### src/rtl/mano_timing_sequencer.sv
// mano_timing_sequencer: sequence counter, T0..T7 decoder, IR class decode and run/halt control
//
// Ports:
//    clk         system clock, all state changes on the rising edge
//    rst_n       synchronous reset, active low
//    run         start/resume request (level), ignored while running
//    halt_req    halt request, latched in RUN until the next instruction boundary
//    opcode_in   opcode field from the bus, captured during T2
//    step        (MANO_SINGLE_STEP_EN only) resume from PAUSE at T0
//    t           one-hot timing, bit i drives ti
//    q           one-hot class, bit0=q1 bit1=q2 bit2=q3 (000 for illegal opcode)
//    instr_done  high during the final timing step of each instruction
//    illegal_op  sticky, set when opcode 2'b11 is captured
//    icount      retired-instruction count (wraps)
//    running     high while in RUN
//
// Optional feature: define MANO_SINGLE_STEP_EN to stop in PAUSE after every
// instruction until a step pulse.
module mano_timing_sequencer #(
   parameter int END_Q1 = 3,
   parameter int END_Q2 = 5,
   parameter int END_Q3 = 7,
   parameter int CNT_W  = 8
) (
   input  logic             clk,
   input  logic             rst_n,
   input  logic             run,
   input  logic             halt_req,
   input  logic [1:0]       opcode_in,
`ifdef MANO_SINGLE_STEP_EN
   input  logic             step,
`endif
   output logic [7:0]       t,
   output logic [2:0]       q,
   output logic             instr_done,
   output logic             illegal_op,
   output logic [CNT_W-1:0] icount,
   output logic             running
);
   typedef enum logic [1:0] {IDLE, RUN, HALTED, PAUSE} state_t;
   localparam logic [2:0] E1 = 3'(END_Q1);
   localparam logic [2:0] E2 = 3'(END_Q2);
   localparam logic [2:0] E3 = 3'(END_Q3);
   state_t     state;
   logic [2:0] sc, sc_n, q_dec, q_n;
   logic       halt_l, go, last_n;
   // SC==7 always ends the instruction so the counter can never run past T7
   function automatic logic is_last(input logic [2:0] s, input logic [2:0] c);
      return s == 3'd7 || (c == 3'b001 && s == E1) || (c == 3'b010 && s == E2) ||
             (c == 3'b100 && s == E3) || (c == 3'b000 && s == 3'd3);
   endfunction
   assign q_dec  = opcode_in == 2'b11 ? 3'b000 : 3'b001 << opcode_in;
   assign sc_n   = sc + 3'd1;
   assign q_n    = sc == 3'd2 ? q_dec : q;
   // instr_done is registered, so the end test is evaluated for the next step
   assign last_n = is_last(sc_n, q_n);
`ifdef MANO_SINGLE_STEP_EN
   assign go = state == PAUSE ? step : run && !halt_req;
`else
   assign go = run && !halt_req;
`endif
   always_ff @(posedge clk) begin
      if (!rst_n) begin
         state      <= IDLE;
         sc         <= 3'd0;
         t          <= 8'h00;
         q          <= 3'b000;
         instr_done <= 1'b0;
         illegal_op <= 1'b0;
         icount     <= '0;
         running    <= 1'b0;
         halt_l     <= 1'b0;
      end else if (state != RUN) begin
         instr_done <= 1'b0;
         if (go) begin
            state   <= RUN;
            sc      <= 3'd0;
            t       <= 8'h01;
            running <= 1'b1;
         end
      end else if (instr_done) begin
         sc         <= 3'd0;
         icount     <= icount + 1'b1;
         halt_l     <= 1'b0;
         instr_done <= 1'b0;
         if (halt_l || halt_req) begin
            state   <= HALTED;
            t       <= 8'h00;
            running <= 1'b0;
         end else begin
`ifdef MANO_SINGLE_STEP_EN
            state   <= PAUSE;
            t       <= 8'h00;
            running <= 1'b0;
`else
            t       <= 8'h01;
`endif
         end
      end else begin
         sc         <= sc_n;
         t          <= 8'd1 << sc_n;
         q          <= q_n;
         instr_done <= last_n;
         halt_l     <= halt_l | halt_req;
         if (sc == 3'd2 && opcode_in == 2'b11) illegal_op <= 1'b1;
      end
   end
endmodule

### config.mk
export PLATFORM = sky130hd
export DESIGN_NAME = mano_timing_sequencer
export DESIGN_NICKNAME = d
export VERILOG_FILES = /design/src/rtl/mano_timing_sequencer.sv
export SDC_FILE = /design/constraint.sdc
export NUM_CORES = 1
export LEC_CHECK = 0
export BUFFER_PORTS_ARGS = -buffer_cell sky130_fd_sc_hd__buf_2
export CORE_ASPECT_RATIO = 1.5
export CORE_MARGIN = 2
export CORE_UTILIZATION = 40
export CTS_CLUSTER_DIAMETER = 40
export DETAILED_ROUTE_END_ITERATION = 8
export SYNTH_ARGS = -nofsm -noshare
export SYNTH_HDL_FRONTEND = slang
export SYNTH_SLANG_ARGS = --single-unit
### constraint.sdc
create_clock -name clk -period 3.3 [get_ports clk]
set_clock_uncertainty 0.2 [all_clocks]
set_input_delay 0.33 -clock clk [delete_from_list [all_inputs] [get_ports clk]]
set_output_delay 0.33 -clock clk [all_outputs]
set_load 0.1 [all_outputs]
==> metrics.txt, run 1 <==
# IOs=28; Worst Hold Class=primary input to flop; post-synthesis cell type count=36; initial core utilization=41.4%; total die area=0.00342 mm²; Max H-tree Level=1; Post-layout nets=166; Filler cells=284; combinational share of power=approximately a tenth; Compound-Gate Fraction of Synth Area=20.0%; area share of fa/ha/maj cells after synthesis=6.35%; largest family of logic cells by synthesized area=simple AND/OR/NAND/NOR gates; post-CTS resize count=0; CTS Buffer Depth=2; Seq/Total Area, Yosys=45.7%; Hold Path Depth=3; crit end category=flop; setup slack after layout=about 1400 ps; P_leak=0.589 nW; PwrDens=slightly above 400 mW/mm²; via count of the first global-routing pass=886; clock share of power=between 30% and 40%; simple-gate share of the synthesized area=21.3%; CTS tree=yes; GRT Residual Overflow=0; Syn Area/Cell=9.38 µm²; worst-skew pair later-pin latency=260 ps; Seq pwr share=57.9%; Worst EP arrival=1900 ps; Psw=146 µW; most instantiated cells after synthesis=27 x dfxtp_1, 11 x a21oi_1, 11 x nor2_1; first-pass GRT wire length=3.97 mm; Register-to-Register Path Depth=3; Synth Net Count=~140; Max-Cap Viols=0; width of the die=48.4 µm; Post-synth EDFFs=0; dominant cells by area after synthesis=dfxtp_1 46%, ha_1 6.3%, a22o_1 5.2%; reg2reg start=state[0]$_SDFFE_PN0P_; area leader, netlist=dfxtp_1; Critical Path RT=3300 ps; dpl hpwl=roughly 1.9 mm; CTS sink count=27; Die H=between 70 and 80 µm; GRT Total Usage=14.5%; Hold Crit Start=halt_req; dpl ws=1380 ps; Remaining DRCs=0; Reg area=541 µm²; largest net degree at the start of global routing=15; share of the synthesized area in the top cell type=a little under half; most common cell in the netlist=dfxtp_1; top_reg_cell synth=dfxtp_1; Placer Congestion=roughly 0.74; Slew @ Worst Pin=569 ps; Final Hold Vio Count=0; drt first pass iters=4; synthesis-stage register bit count=27; maximum vdd drop=220 µV; reg2reg setup slack=between 1000 and 1500 ps; yosys warns=0; Period minus WS final=1900 ps; Sw Share=25.3%; ys async rst share=0%; Rows=24; area of the multi-input gates=607 µm²; FF-to-FF End=q[2]$_SDFFE_PN0P_; Root Buffer=clkbuf_8; Post-Syn Area=roughly 0.0012 mm²; Initial DRC Count=13; via count=990; Antenna Cells=0; P_int=around 430 µW; Final TNS setup=0 ps; Reg clk slew, reported paths=90 ps; Port Buffers=27; CP startpoint kind=flop; proportion of layout cells with a drive suffix above 1=a little over a fifth; Final Setup Violations=0; CP max FO=9; max-slew violations=0; post-synthesis mux area share=0%; Hold Path Sink=halt_l$_SDFFE_PN0P_; Syn-to-layout area delta=18.0%; cts hold-fix bufs=0; wirelength, routed=2.43 mm; setup bufs post-CTS=0; vias per cell=5.16; slew margin rel.=61.9%; Post-DRT Antenna Nets=0; Synth Area in XOR/XNOR=3.70%; critical path class=flop to flop; result of the run=finished, final reports clean; CORE AREA=0.00285 mm²; initial antenna violation count=0; WL per Instance=12.6 µm; cells after synthesis=around 130; CTS Buf Count=3; RSZ-0062 raised after global routing=no; Max Freq=527 MHz; fin crit share=57.5%
==> worst max-delay path: stages (launching register included) <==
cell	delay, ps
dfxtp_1	440
or3b_1	510
or4b_1	540
a21oi_1	150
==> worst max-delay path by stage <==
| stage | startpoint | to | depth (start not counted) |
|---|---|---|---|
| 3_5_place_dp | rst_n | t[5]$_SDFFE_PN0P_ | 4 |
| 2_1_floorplan | state[0]$_SDFFE_PN0P_ | q[2]$_SDFFE_PN0P_ | 4 |
| 3_3_place_gp | rst_n | t[4]$_SDFFE_PN0P_ | 4 |
| 6_report | state[0]$_SDFFE_PN0P_ | q[2]$_SDFFE_PN0P_ | 3 |
| 5_1_grt | state[0]$_SDFFE_PN0P_ | q[2]$_SDFFE_PN0P_ | 3 |
| 4_1_cts | state[0]$_SDFFE_PN0P_ | q[2]$_SDFFE_PN0P_ | 3 |
==> per-layer routing <==
| layer | wire, µm | vias up | GRT usage, % | share of wire [%] |
|---|---|---|---|---|
| li1 | - | 520 | - | - |
| met2 | 1290 | 17 | 28.1 | 53 |
| met5 | 0 | - | 0 | 0 |
| met4 | 16 | 0 | 4.76 | 0.66 |
| met3 | 83 | 2 | 2.11 | 3.4 |
| met1 | 1040 | 451 | 15.9 | 43 |
==> per-stage QoR <==
step	cells	hold WS [ps]	utilization (%)	area, µm²	total power, mW
global placement	188	253	47.3	1350	0.403
detailed placement	188	252	47.3	1350	0.405
floorplan	126	244	-	1180	0.390
finish	192	140	48.9	1400	0.578
CTS	192	144	48.9	1400	0.588
global route	192	159	48.9	1400	0.603
==> power groups by stage <==
stage,Sequential [mW],Combinational [mW],Clock (mW)
after floorplan,0.365,0.0244,0
after global placement,0.343,0.0609,0
after detailed placement,0.343,0.0617,0
after CTS,0.335,0.0617,0.191
after global routing,0.336,0.0660,0.200
final,0.335,0.0614,0.182
==> cell type report <==
class | instances | share of cell area, %
Inverter | 5 | 1.35
Sequential cell | 27 | 38.7
Multi-Input combinational cell | 90 | 43.5
Timing Repair Buffer | 27 | 9.69
Tap cell | 39 | 3.50
Clock buffer | 4 | 3.23
==> cells in the final DEF, fill, tap and decap left out, types with 2 or more instances in the layout <==
master	count
or4_1	4
nand4_1	3
nand3_1	2
xnor2_1	2
o21ai_0	7
inv_1	5
a21oi_1	11
nor3_1	4
dfxtp_1	27
nor2_1	11
a22o_1	7
clkbuf_8	3
o31ai_1	2
nor2b_1	2
xor2_1	3
or3_1	3
buf_2	27
nand2_1	5
ha_1	6
o21a_1	2
==> logic make-up after synthesis <==
logic type / Yosys count
simple gates: 43
compound gates: 36
flops: 27
buf+inv: 9
fa+ha+maj: 6
xor+xnor: 5
==> registers in the layout, indices dropped and copies added, names as in the netlist <==
name and cells:
icount 8, illegal_op 1, sc 3, halt_l 1
state 2, t 8, instr_done 1, q 3
No activity file was read; power rests on OpenSTA's default activity.
==> run 2, diff against run 1 <==
==> constraint.sdc (replaced) <==
create_clock -name clk -period 1.7 [get_ports clk]
set_clock_uncertainty 0.2 [all_clocks]
set_input_delay 0.17 -clock clk [delete_from_list [all_inputs] [get_ports clk]]
set_output_delay 0.17 -clock clk [all_outputs]
set_load 0.1 [all_outputs]
==> run 2 against run 1 <==
Net effect: design area grew 13%; critical path type unchanged; core utilization grew 6.2 points; largest cell class unchanged; power grew 100%.
==> metrics.txt, run 2 (synthesis results as in run 1) <==
worst-skew pair later-pin latency=270 ps (was 260 ps); reg2reg setup slack=7 ps (was 1400 ps); result of the run=finished, final reports clean (unchanged); Syn-to-layout area delta=33.0% (was 18.0%); FF-to-FF End=q[2]$_SDFFE_PN0P_ (unchanged); Die H=70.6 µm (unchanged); Worst Hold Class=primary input to flop (unchanged); WL per Instance=13.2 µm (was 12.6 µm); CTS Buf Count=3 (unchanged); CP startpoint kind=flop (unchanged); initial antenna violation count=0 (unchanged); Filler cells=286 (was 284); Final Setup Violations=0 (unchanged); critical path class=flop to flop (unchanged); PwrDens=735 mW/mm² (was 414 mW/mm²); Max Freq=591 MHz (was 527 MHz); Port Buffers=27 (unchanged); Hold Crit Start=opcode_in[1] (was halt_req); via count of the first global-routing pass=1,094 (was 886); slew margin rel.=67.8% (was 61.9%); CTS tree=yes (unchanged); Max H-tree Level=1 (unchanged); total die area=0.00342 mm² (unchanged); wirelength, routed=2.74 mm (was 2.43 mm); Antenna Cells=0 (unchanged); GRT Residual Overflow=0 (unchanged); first-pass GRT wire length=4.63 mm (was 3.97 mm); # IOs=28 (unchanged); Placer Congestion=0.749 (was 0.741); design area=0.00157 mm² (was 0.00140 mm²); Root Buffer=clkbuf_8 (unchanged); proportion of layout cells with a drive suffix above 1=37.9% (was 20.9%); Reg clk slew, reported paths=90 ps (about the same); Slew @ Worst Pin=486 ps (was 569 ps); drt first pass iters=3 (was 4); Critical Path RT=1710 ps (was 3300 ps); CP max FO=5 (was 9); fin crit share=99.6% (was 57.5%); CTS sink count=27 (unchanged); GRT Total Usage=16.8% (was 14.5%); Worst EP arrival=1700 ps (was 1900 ps); Initial DRC Count=7 (was 13); largest net degree at the start of global routing=15 (unchanged); fin util=55.1% (was 48.9%); Final Hold Vio Count=0 (unchanged); RSZ-0062 raised after global routing=yes (was no); maximum vdd drop=358 µV (was 220 µV); crit end category=flop (unchanged); Register-to-Register Path Depth=3 (unchanged); initial core utilization=41.4% (unchanged); CORE AREA=0.00285 mm² (unchanged); Post-layout nets=182 (was 166); via count=1,089 (was 990); most common library cell in the layout ignoring fill and taps=buf_2; CTS Buffer Depth=2 (unchanged); Max-Cap Viols=0 (unchanged); max-slew violations=0 (unchanged); width of the die=48.4 µm (unchanged); placed cell area=0.00149 mm² (was 0.00135 mm²); Remaining DRCs=0 (unchanged); Rows=24 (unchanged); vias per cell=5.24 (was 5.16); Hold Path Sink=q[0]$_SDFFE_PN0P_ (was halt_l$_SDFFE_PN0P_); reg2reg start=instr_done$_SDFF_PP0_ (was state[0]$_SDFFE_PN0P_); biggest regs=icount (8), t (8) (unchanged); P_leak=0.679 nW (was 0.589 nW); Post-DRT Antenna Nets=0 (unchanged); dpl hpwl=2.07 mm (was 1.85 mm); Hold Path Depth=3 (unchanged); Period minus WS final=1690 ps (was 1900 ps); most frequent cells in the layout=27 x buf_2, 15 x dfxtp_1, 15 x buf_4 (was 27 x dfxtp_1, 27 x buf_2, 11 x nor2_1, 11 x a21oi_1)
==> run 2: critical path, cell delays in order, from the launching register on <==
cell	delay [ps]
dfxtp_4	350
or3b_4	420
or4b_4	530
a21oi_2	130
==> run 2: timing repair <==
action / 4_1_cts / 5_1_grt
endpoints found under the setup margin: 3 / 3
gates resized for setup: 2 / 6
buffers inserted: 0 / 1
hold endpoints to repair: 1 / 0
hold buffers: 1 / 0
gates cloned: 0 / 0
pin swaps: 0 / 1
==> run 2: cell type report <==
class	count	area [µm²]	area share, %
multi-input combinational	90	634	40.3
sequential	27	568	36.1
timing repair buffer	43	258	16.4
tap	39	48.8	3.10
clock buffer	4	45.0	2.86
inverter	5	18.8	1.19
==> run 2: per-layer routing <==
layer  track usage, %  wire [µm]  vias to the layer above
li1                 -          -                      550
met1             17.5       1110                      516
met2             33.3       1510                       19
met3             2.11         83                        4
met4             6.98         40                        0
met5                0          0                        -
==> run 2: worst max path at each step <==
stage / startpoint / end / slack [ps] / depth (start not counted)
final: instr_done$_SDFF_PP0_ / q[2]$_SDFFE_PN0P_ / 7 / 3
after global routing: instr_done$_SDFF_PP0_ / q[2]$_SDFFE_PN0P_ / -10 / 3
after CTS: state[1]$_SDFFE_PN0P_ / q[2]$_SDFFE_PN0P_ / -20 / 3
after detailed placement: state[1]$_SDFFE_PN0P_ / q[2]$_SDFFE_PN0P_ / -20 / 3
after global placement: state[1]$_SDFFE_PN0P_ / q[2]$_SDFFE_PN0P_ / 20 / 3
after floorplan: state[0]$_SDFFE_PN0P_ / q[2]$_SDFFE_PN0P_ / -240 / 4
==> run 2: report_power, final <==
part,internal (mW),total (mW),switching (mW)
registers,0.635,0.642,0.00662
logic,0.0522,0.152,0.100
clock network,0.168,0.362,0.194
==> run 2: through the flow <==
step / hold slack [ps] / instances / setup TNS [ps] / setup WS (ps) / power, mW
6_report: 53.2 / 208 / 0 / 7.12 / 1.16
5_1_grt: 63.6 / 208 / -17.0 / -12.4 / 1.19
4_1_cts: 43.9 / 207 / -21.9 / -21.9 / 1.16
3_5_place_dp: 255 / 202 / -18.8 / -18.8 / 0.802
3_3_place_gp: 242 / 202 / 0 / 17.2 / 0.799
2_1_floorplan: 83.8 / 126 / -718 / -243 / 0.754
==> run 3, diff against run 2 <==
--- a/config.mk
+++ b/config.mk
@@ -6,10 +6,10 @@
 export NUM_CORES = 1
 export LEC_CHECK = 0
 export BUFFER_PORTS_ARGS = -buffer_cell sky130_fd_sc_hd__buf_2
-export CORE_ASPECT_RATIO = 1.5
+export CORE_ASPECT_RATIO = 0.5
 export CORE_MARGIN = 2
 export CORE_UTILIZATION = 40
-export CTS_CLUSTER_DIAMETER = 40
+export CTS_CLUSTER_DIAMETER = 80
 export DETAILED_ROUTE_END_ITERATION = 8
 export SYNTH_ARGS = -nofsm -noshare
 export SYNTH_HDL_FRONTEND = slang
==> constraint.sdc (replaced) <==
create_clock -name clk -period 1.4 [get_ports clk]
set_clock_uncertainty 0.2 [all_clocks]
set_input_delay 0.14 -clock clk [delete_from_list [all_inputs] [get_ports clk]]
set_output_delay 0.14 -clock clk [all_outputs]
set_load 0.1 [all_outputs]
==> run 3 against run 2 <==
Net effect: the flow now finishes with violations (setup timing); final cell count is 6.7% higher; sequential share of layout area is 9.8 points lower; via count is 9.5% higher; clock power is 22% higher; register-to-register slack worse by 280 ps; design area is 41% higher; sequential power is 21% higher; combinational power is 60% higher.
==> metrics.txt, run 3 (synthesis results as in run 1) <==
Worst EP arrival=1690 ps (was 1700 ps); fin crit share=120% (was 99.6%); result of the run=finished with violations (was finished, final reports clean); via count of the first global-routing pass=1,122 (was 1,094); most frequent cells in the layout=23 x buf_4, 22 x buf_12, 14 x dfxtp_1 (was 27 x buf_2, 15 x dfxtp_1, 15 x buf_4); Die H=42.4 µm (was 70.6 µm); crit end category=flop (unchanged); GRT Total Usage=20.9% (was 16.8%); Critical Path RT=1410 ps (was 1710 ps); Filler cells=150 (was 286); RSZ-0062 raised after global routing=yes (unchanged); FF-to-FF End=q[2]$_SDFFE_PN0P_ (unchanged); worst-skew pair later-pin latency=270 ps (about the same); Placer Congestion=0.847 (was 0.749); Max Freq=596 MHz (was 591 MHz); first-pass GRT wire length=5.41 mm (was 4.63 mm); via count=1,192 (was 1,089); reg2reg setup slack=-280 ps (was 7 ps); # IOs=28 (unchanged); slew margin rel.=74.6% (was 67.8%); CORE AREA=0.00270 mm² (was 0.00285 mm²); setup slack after layout=-276 ps (was 7.12 ps); design area=0.00221 mm² (was 0.00157 mm²); Register-to-Register Path Depth=3 (unchanged); dpl hpwl=2.28 mm (was 2.07 mm); reg2reg start=state[1]$_SDFFE_PN0P_ (was instr_done$_SDFF_PP0_); Period minus WS final=1680 ps (was 1690 ps); biggest regs=icount (8), t (8) (unchanged); Final Setup Violations=22 (was 0); Final Hold Vio Count=0 (unchanged); Hold Path Sink=q[0]$_SDFFE_PN0P_ (unchanged); width of the die=80.9 µm (was 48.4 µm); initial antenna violation count=0 (unchanged); CTS Buf Count=3 (unchanged); Remaining DRCs=0 (unchanged); failing checks=setup timing; Port Buffers=27 (unchanged); Initial DRC Count=52 (was 7); Reg area=582 µm² (was 568 µm²); total die area=0.00343 mm² (was 0.00342 mm²); largest net degree at the start of global routing=16 (was 15); CTS sink count=27 (unchanged); Rows=13 (was 24); Syn-to-layout area delta=87.1% (was 33.0%); Post-layout nets=198 (was 182); Max-Cap Viols=0 (unchanged); Root Buffer=clkbuf_8 (unchanged); P_leak=0.848 nW (was 0.679 nW); CTS tree=yes (unchanged); maximum vdd drop=542 µV (was 358 µV); CTS Buffer Depth=2 (unchanged); max-slew violations=0 (unchanged); Slowest cell on crit path=or4b_4 (unchanged); Post-DRT Antenna Nets=0 (unchanged); Antenna Cells=0 (unchanged); dpl ws=-251 ps (was -18.8 ps); Hold Path Depth=3 (unchanged); area of the multi-input gates=778 µm² (was 634 µm²); drt first pass iters=5 (was 3); PwrDens=661 mW/mm² (was 735 mW/mm²); WL per Instance=15.7 µm (was 13.2 µm); Placed Cells=212 (was 202); proportion of layout cells with a drive suffix above 1=56.2% (was 37.9%); GRT Residual Overflow=0 (unchanged); Worst path max stage delay=530 ps (about the same); critical path class=flop to flop (unchanged); CP max FO=5 (unchanged); Reg clk slew, reported paths=90 ps (about the same); wirelength, routed=3.49 mm (was 2.74 mm); Min Hold Slack=11.4 ps (was 53.2 ps); Buf/Inv on CP=0 (unchanged); delay-heaviest family, CP=simple AND/OR/NAND/NOR gates (unchanged); initial core utilization=43.8% (was 41.4%); Slew @ Worst Pin=380 ps (was 486 ps); Hold Crit Start=opcode_in[0] (was opcode_in[1]); CP startpoint kind=flop (unchanged); Worst Hold Class=primary input to flop (unchanged); placed cell area=0.00195 mm² (was 0.00149 mm²); vias per cell=5.37 (was 5.24); Final Instance Count excl. Fillers=222 (was 208); most common library cell in the layout ignoring fill and taps=buf_4 (was buf_2); Max H-tree Level=1 (unchanged); ordered list of cells on the worst path=or3b_4 > or4b_4 > a21oi_2 (unchanged)
run 3: per-stage QoR:
| step | util (%) | setup TNS, ps | power, mW |
|---|---|---|---|
| 6_report | 81.9 | -3440 | 1.46 |
| 5_1_grt | 81.9 | -4480 | 1.52 |
| 3_3_place_gp | 72.3 | -2620 | 1.00 |
| 4_1_cts | 77.0 | -3310 | 1.44 |
| 2_1_floorplan | - | -4880 | 0.910 |
| 3_5_place_dp | 72.3 | -3100 | 1.00 |
run 3: worst max-delay path by stage:
stage                     startpoint                 to  slack, ps  depth (start not counted)
6_report       state[1]$_SDFFE_PN0P_  q[2]$_SDFFE_PN0P_       -280                          3
3_5_place_dp   instr_done$_SDFF_PP0_  q[2]$_SDFFE_PN0P_       -250                          3
3_3_place_gp   instr_done$_SDFF_PP0_  q[2]$_SDFFE_PN0P_       -210                          3
4_1_cts        instr_done$_SDFF_PP0_  t[5]$_SDFFE_PN0P_       -230                          4
5_1_grt        state[1]$_SDFFE_PN0P_  q[2]$_SDFFE_PN0P_       -290                          3
2_1_floorplan  state[0]$_SDFFE_PN0P_  q[2]$_SDFFE_PN0P_       -540                          4
run 3: what timing repair did:
action | 4_1_cts | 5_1_grt
setup buffers | 1 | 4
gates resized for setup | 14 | 25
hold endpoints to repair | 1 | 0
cloned | 0 | 0
hold buffers | 1 | 0
setup endpoints to repair | 22 | 26
pin swaps | 7 | 9
run 3: cell type report:
type | count | area share, %
Tap cell | 37 | 2.09
Inverter | 5 | 0.962
Sequential cell | 27 | 26.3
Clock inverter | 1 | 0.226
Multi-Input combinational cell | 90 | 35.2
Timing Repair Buffer | 59 | 33.4
Clock buffer | 3 | 1.87
run 3: tightest hold or removal path: cells and delay by family:
family | cells | cell delay [ps]
buffers and inverters | 1 | 130
AOI/OAI and AO/OA | 1 | 50
and+or+nand+nor | 1 | 120
run 3: power breakdown:
group	internal (mW)	switching, mW
sequential	0.763	0.0129
combinational	0.101	0.143
clock	0.200	0.244
total	1.06	0.399
run 3: layer usage:
layer / GRT usage (%) / up-vias / part of all wire [%]
li1: - / 584 / -
met1: 25.9 / 568 / 44
met2: 35.2 / 36 / 50
met3: 5.60 / 4 / 5.1
met4: 6.78 / 0 / 1.0
met5: 0 / - / 0
